===== src/rtl/wb_stage.sv =====
// MangoMIPS32 writeback stage: load alignment/extension, GPR write port,
// architectural HI/LO and LLbit with same-cycle bypass, retired counter.
module wb_stage #(
  parameter int ALUOP_W = 8,
  parameter int CNT_W   = 32
) (
  input  logic               clk,
  input  logic               rst,
  input  logic [31:0]        wb_pc,
  input  logic [ALUOP_W-1:0] wb_aluop,
  input  logic [31:0]        wb_alures,
  input  logic [31:0]        wb_mulres,
  input  logic [31:0]        wb_m_vaddr,
  input  logic [31:0]        wb_m_rdata,
  input  logic [3:0]         wb_wreg,
  input  logic [4:0]         wb_wraddr,
  input  logic               wb_hilo_wen,
  input  logic [63:0]        wb_hilo,
  input  logic               wb_llb_wen,
  input  logic               wb_llbit,
  input  logic               llb_clr,
  output logic [3:0]         rf_wen,
  output logic [4:0]         rf_waddr,
  output logic [31:0]        rf_wdata,
  output logic [31:0]        hi,
  output logic [31:0]        lo,
  output logic [31:0]        hi_fwd,
  output logic [31:0]        lo_fwd,
  output logic               llbit,
  output logic               llbit_fwd,
  output logic [CNT_W-1:0]   retired
);

  localparam logic [ALUOP_W-1:0] ALU_MUL = ALUOP_W'(8'h30);
  localparam logic [ALUOP_W-1:0] ALU_LB  = ALUOP_W'(8'h50);
  localparam logic [ALUOP_W-1:0] ALU_LBU = ALUOP_W'(8'h51);
  localparam logic [ALUOP_W-1:0] ALU_LH  = ALUOP_W'(8'h52);
  localparam logic [ALUOP_W-1:0] ALU_LHU = ALUOP_W'(8'h53);
  localparam logic [ALUOP_W-1:0] ALU_LW  = ALUOP_W'(8'h54);
  localparam logic [ALUOP_W-1:0] ALU_LWL = ALUOP_W'(8'h55);
  localparam logic [ALUOP_W-1:0] ALU_LWR = ALUOP_W'(8'h56);
  localparam logic [ALUOP_W-1:0] ALU_LL  = ALUOP_W'(8'h57);

  function automatic logic [31:0] ext_byte(input logic [31:0] w,
                                           input logic [1:0]  k,
                                           input logic        sgn);
    logic        [7:0] b;
    logic signed [7:0] sb;
    case (k)
      2'd0:    b = w[7:0];
      2'd1:    b = w[15:8];
      2'd2:    b = w[23:16];
      default: b = w[31:24];
    endcase
    sb = signed'(b);
    return sgn ? 32'(sb) : {24'b0, b};
  endfunction

  // Halfword alignment faults are trapped upstream, so only vaddr[1] matters.
  function automatic logic [31:0] ext_half(input logic [31:0] w,
                                           input logic        upper,
                                           input logic        sgn);
    logic        [15:0] h;
    logic signed [15:0] sh;
    h  = upper ? w[31:16] : w[15:0];
    sh = signed'(h);
    return sgn ? 32'(sh) : {16'b0, h};
  endfunction

  function automatic logic [31:0] lwl_word(input logic [31:0] w,
                                           input logic [1:0]  k);
    case (k)
      2'd0:    return {w[7:0],  24'b0};
      2'd1:    return {w[15:0], 16'b0};
      2'd2:    return {w[23:0], 8'b0};
      default: return w;
    endcase
  endfunction

  function automatic logic [31:0] lwr_word(input logic [31:0] w,
                                           input logic [1:0]  k);
    case (k)
      2'd0:    return w;
      2'd1:    return {8'b0,  w[31:8]};
      2'd2:    return {16'b0, w[31:16]};
      default: return {24'b0, w[31:24]};
    endcase
  endfunction

  function automatic logic [3:0] lwl_mask(input logic [1:0] k);
    case (k)
      2'd0:    return 4'b1000;
      2'd1:    return 4'b1100;
      2'd2:    return 4'b1110;
      default: return 4'b1111;
    endcase
  endfunction

  function automatic logic [3:0] lwr_mask(input logic [1:0] k);
    case (k)
      2'd0:    return 4'b1111;
      2'd1:    return 4'b0111;
      2'd2:    return 4'b0011;
      default: return 4'b0001;
    endcase
  endfunction

  logic [1:0] k;
  logic       unused_vaddr;

  assign k            = wb_m_vaddr[1:0];
  assign unused_vaddr = ^wb_m_vaddr[31:2];

  always_comb begin
    rf_waddr = wb_wraddr;
    rf_wen   = wb_wreg;
    rf_wdata = wb_alures;
    case (wb_aluop)
      ALU_LB:  rf_wdata = ext_byte(wb_m_rdata, k, 1'b1);
      ALU_LBU: rf_wdata = ext_byte(wb_m_rdata, k, 1'b0);
      ALU_LH:  rf_wdata = ext_half(wb_m_rdata, k[1], 1'b1);
      ALU_LHU: rf_wdata = ext_half(wb_m_rdata, k[1], 1'b0);
      ALU_LW,
      ALU_LL:  rf_wdata = wb_m_rdata;
      ALU_LWL: begin
        rf_wdata = lwl_word(wb_m_rdata, k);
        rf_wen   = wb_wreg & lwl_mask(k);
      end
      ALU_LWR: begin
        rf_wdata = lwr_word(wb_m_rdata, k);
        rf_wen   = wb_wreg & lwr_mask(k);
      end
      ALU_MUL: rf_wdata = wb_mulres;
      default: rf_wdata = wb_alures;
    endcase
  end

  // Bypass paths let EX read the value being committed this very cycle.
  assign hi_fwd    = wb_hilo_wen ? wb_hilo[63:32] : hi;
  assign lo_fwd    = wb_hilo_wen ? wb_hilo[31:0]  : lo;
  assign llbit_fwd = llb_clr ? 1'b0 : (wb_llb_wen ? wb_llbit : llbit);

  always_ff @(posedge clk) begin
    if (rst) begin
      hi      <= '0;
      lo      <= '0;
      llbit   <= 1'b0;
      retired <= '0;
    end else begin
      if (wb_hilo_wen) begin
        hi <= wb_hilo[63:32];
        lo <= wb_hilo[31:0];
      end
      if (llb_clr)
        llbit <= 1'b0;
      else if (wb_llb_wen)
        llbit <= wb_llbit;
      // A zero PC marks a bubble; counter wraps silently.
      if (wb_pc != 32'd0)
        retired <= retired + CNT_W'(1);
    end
  end

endmodule


===== config.mk =====
export PLATFORM = sky130hd
export DESIGN_NAME = wb_stage
export DESIGN_NICKNAME = d
export VERILOG_FILES = /design/src/rtl/wb_stage.sv
export SDC_FILE = /design/constraint.sdc
export NUM_CORES = 1
export LEC_CHECK = 0
export CAP_MARGIN = 40
export CORE_AREA = 2 2 174 176
export CTS_BUF_LIST = sky130_fd_sc_hd__clkbuf_8 sky130_fd_sc_hd__clkbuf_16
export DETAILED_ROUTE_END_ITERATION = 8
export DIE_AREA = 0 0 176 178
export PLACE_DENSITY = 0.63
export SLEW_MARGIN = 20
export SYNTH_ARGS = -nofsm -noshare
export SYNTH_HDL_FRONTEND = slang
export SYNTH_SLANG_ARGS = --single-unit

===== constraint.sdc =====
create_clock -name clk -period 2.36 [get_ports clk]
set_input_delay 0.236 -clock clk [delete_from_list [all_inputs] [get_ports clk]]
set_output_delay 0.236 -clock clk [all_outputs]
set_load 0.1 [all_outputs]

After elaboration in Yosys (flattened, before gate mapping)
Index checks and enable logic that the tools add are counted.

Bits in registers: 97. Input port bits: 247. Output and inout bits: 203. Word-level logic and storage cells: 35.

Add/subtract/negate cells: 1. Eq/ne operators: 11. Multiplexer cells: 14. Bitwise gates (word level): 2. Reductions and logical operators: 3.

Operator list (count): one-hot mux 32 bit (8 select lines) (1); one-hot mux 32 bit (3 select lines) (2); == test 8 x 7 -> 1 bit, second input constant (8); two-way mux 32 bit (2); adder 32 x 1 -> 32 bit, second input constant (1); nonzero test 32 bit (1); one-hot mux 8 bit (3 select lines) (1); two-way mux 16 bit (1); one-hot mux 4 bit (3 select lines) (1); one-hot mux 3 bit (3 select lines) (1); bitwise AND 4 bit (2); == test 8 x 6 -> 1 bit, second input constant (1); two-way mux 4 bit (2); one-hot mux 4 bit (2 select lines) (1); == test 2 x 1 -> 1 bit, second input constant (1); == test 2 bit, second input constant (1); zero test 2 bit (1); two-way mux 1 bit (2); OR reduction 2 bit (1).

Longest topological paths before layout
Depth after elaboration: 5. Gate-level depth with buffers: 8. Mapped depth without buffers: 6.

Worst setup path before layout
No wires, ideal clock.

Path kind: input to output. From: input wb_m_vaddr[1]. To: output rf_wen[1]. Arrival: 3.360 ns. Data required time: 2.124 ns. Path slack: -1.236 ns. Stages: 5. Path buffers: 3. Cell sequence: clkbuf_1 buf_2 buf_1 o22ai_1 a21boi_0.

Word-level cells in the longest chain between the ends: 5. Elaborated cells between the ends (all ways): 10. Classes of those cells: 2 x eq/ne; 5 x mux; 2 x bitwise; 1 x reduce/logical.

RTL lines: from (decl) (RTL line 13) `input logic [31:0] wb_m_vaddr,`; == test 2 bit (tied with other cells) (RTL line 91, 100); one-hot mux 4 bit (3 select lines) or one-hot mux 3 bit (3 select lines) (tied branches) (RTL line 100, 91); two-way mux 4 bit (RTL line 118) `case (wb_aluop)`; bitwise AND 4 bit (on tied branches) (RTL line 131, 127); one-hot mux 4 bit (2 select lines) (*) (RTL line 118); to (decl) (RTL line 22) `output logic [3:0] rf_wen,`.

Every way passes the cells marked *; elsewhere a longest branch is shown, timed or not. The select of a mux whose other input is x is not followed.

Final worst setup path
From: input wb_aluop[2]. To: output rf_wdata[0].

Word-level cells in the longest chain between the ends: 3. Elaborated cells between the ends (all ways): 11. Classes of those cells: 9 x eq/ne; 1 x mux; 1 x reduce/logical.

RTL lines: from (decl) (RTL line 10) `input logic [ALUOP_W-1:0] wb_aluop,`; == test 8 x 7 -> 1 bit (RTL line 118); OR reduction 2 bit (RTL line 118); one-hot mux 32 bit (8 select lines) (*) (RTL line 118); to (decl) (RTL line 24) `output logic [31:0] rf_wdata,`.

Every way passes the cells marked *; elsewhere a longest branch is shown, timed or not.

==> flow_summary.toml <==
[outcome]
outcome = "finished clean"

[drt]
viasPerCell = 4.74
drt_pass1_iterations = 6
drt_iter0_markers = 407
drt_wl_total_microns = 30700
num_vias = 7455
wire_per_inst_microns = 19.6
antenna_left = 0
route.detailed.drc = 0

[synthesis]
synth_edf_count = 0
synth_top_area_share_pct = 32.4
syn_nets = 939
yosysSeqAreaShare_pct = 32.4
yosys.cell_count.top_type = "dfxtp_1"
ys.flop_type = "dfxtp_1"
synthDistinctLibCells = 62
ys_seq_elements = 97
netlist_top_cells_count = "dfxtp_1, nor2b_1, mux2_2, nor2_1, nand2_1"
async_reset_ff_share_pct = 0
yosysWarnings = 0
synthesis.area_sq_um = 6000
yosys.area.top_type = "dfxtp_1"
yosys-top-cells-area = "dfxtp_1, mux2_2, nor2b_1"
syn_inst = 691
syn_area_per_cell_sq_um = 8.68

[grt]
grt_overflow = 0
antenna_found_initial = 4
grt_pass1_wl_microns = 45300
grt_usage_pct = 18.9
grt_max_degree = 33
grt_pass1_vias = 7668

[die]
rows = 63
start_util_pct = 20.4
die-area_sq_um = 31300
core_area_sq_um = 29400
die_w_microns = 176
die_h_microns = 178
pin_count = 450

[cts]
insertion_delay_ps = 350
clk_path_buf_depth = 2
clk_pin_slew_ps = 70
clock-sinks = 97
cts_buffers = 9
h-tree-depth = 3
cts_tree = "done"
root_buffer = "clkbuf_16"

[sta]
worst_pin_slew_ps = 648
setup_tns_ps = 0
slew_headroom_pct = 56.8
setup_violations = 0
finClkSkew_ps = 6.73
rsz0062_at_grt = "yes"
min_period_over_period_pct = 97.7
fmax_ghz = 0.434
drv_slew = 0
holdWs_ps = 405
final_hold_viol_count = 0
period_minus_slack_ps = 2310

[cells_and_area]
seqCellArea_sq_um = 1950
syn_to_final_growth_pct = 114
stdcell_area_sq_um = 12800
multi_input_area_sq_um = 4400
layout-drive-gt1-share_pct = 40.6
fillers = 2817
fin_cells = 1572
fin_nets = 1420

[critical_path]
critical_path_buf_inv_count = 2
cp_slowest_cell = "or4_4"
crit_family = "simple AND/OR/NAND/NOR gates"
crit_chain = "buf_6, or4_4, nor2_4, a21oi_4, a222oi_1, o211ai_1, clkbuf_16"
cp.required_ps = 2120
rrSetupSlack_ps = 510
crit_fanout = 7
worstSetupEndpointType = "output pin"
cpPeakStageDelay_ps = 580
critPathKind = "in2out"
arrival_ps = 2070
critPathLaunchType = "input port"

[power]
power.leakage_uw = 0.00505
finalPower_uw = 6440
ir_drop_mv = 0.619
p_per_area_nw_per_um2 = 501

[place]
port_buffers = 409
place_area_sq_um = 12200
dp.cells = 1540
dp_hpwl_microns = 25100
gp_congestion = 0.932

[job]
max_cap_violations = 0

[worst_hold_path]
hp-class = "in2reg"
## worst register-to-register path: cells and delay by family (launching register included)
kind | cells | cell delay (ps)
and+or+nand+nor | 3 | 750
AOI/OAI and AO/OA | 2 | 430
DFF | 1 | 390
adders and majority gates | 1 | 200
## routing by layer
layer | global-route usage [%] | share of wire [%] | vias to the layer above
li1 | - | - | 3530
met2 | 32.6 | 50 | 375
met1 | 20.3 | 37 | 3491
met4 | 10.4 | 3.6 | 0
met5 | 0 | 0 | -
met3 | 6.71 | 9.6 | 59
## cell type report
cell class | instances | share of cell area (%)
Clock buffer | 10 | 1.86
Timing Repair Buffer | 519 | 44.2
Clock inverter | 6 | 0.507
Multi-Input combinational cell | 540 | 34.3
Sequential cell | 97 | 15.2
Inverter | 5 | 0.146
Tap cell | 390 | 3.80
Antenna cell | 5 | 0.0975
## state kept, by name (all words and copies together) (netlist names)
name / flops
retired: 32
lo: 32
hi: 32
llbit: 1
## where the power goes
group          internal [uW]  leakage [uW]  switching [uW]  total, uW
Sequential              1710      0.000797            42.8       1750
Combinational           1150       0.00410            2030       3180
Clock                    852      0.000149             655       1510
## logic make-up after synthesis
logic type / Yosys count / synth area share (%)
multiplexers: 90 / 16.9
XOR/XNOR: 14 / 2.04
buffers and inverters: 54 / 4.07
AND/OR/NAND/NOR: 263 / 24.5
adder cells (fa/ha/maj): 1 / 0.209
flip-flops: 97 / 32.4
AO/OA/AOI/OAI: 172 / 19.9
## path summary, 6_finish.rpt
kind / start / endpoint / depth (start not counted)
max reg2reg: retired[0]$_SDFFE_PP0P_ / retired[24]$_SDFFE_PP0P_ / 6
min reg2reg: retired[1]$_SDFFE_PP0P_ / retired[1]$_SDFFE_PP0P_ / 2
max: wb_aluop[2] / rf_wdata[0] / 7
min: rst / lo[9]$_SDFF_PP0_ / 2
## what timing repair did
action	CTS	global route
pin swaps	25	8
buffers inserted	7	3
gates cloned	2	0
resized for setup	54	24
setup endpoints to repair	32	27
hold buffers	0	0
## through the flow
stage | utilization [%] | setup slack [ps]
after floorplan | - | -93.6
after CTS | 43.4 | 3.60
after global routing | 43.6 | -1.61
final | 43.7 | 54.1
after global placement | 41.4 | -385
after detailed placement | 41.4 | -403
## cells in the final DEF, fill, tap and decap left out, drive strengths merged, types with 3 or more instances in the layout
cell type	count
inv	5
nor3	5
and3	6
nor2	59
nand2	42
nor4	10
mux2i	17
o2bb2ai	5
nand2b	5
a31oi	25
a22oi	14
buf	310
nand3	9
clkinv	4
and4	4
o32a	3
dlygate4sd2	7
xor2	12
a221o	4
a222oi	5
mux2	71
a21oi	40
nand4	10
o211ai	13
clkbuf	16
diode	5
a221oi	14
or3	23
o2111ai	4
dfxtp	97
nor2b	77
and2	4
o21ai	26
clkdlybuf4s50	195
a211oi	6
(Power assumes the default switching activity.)
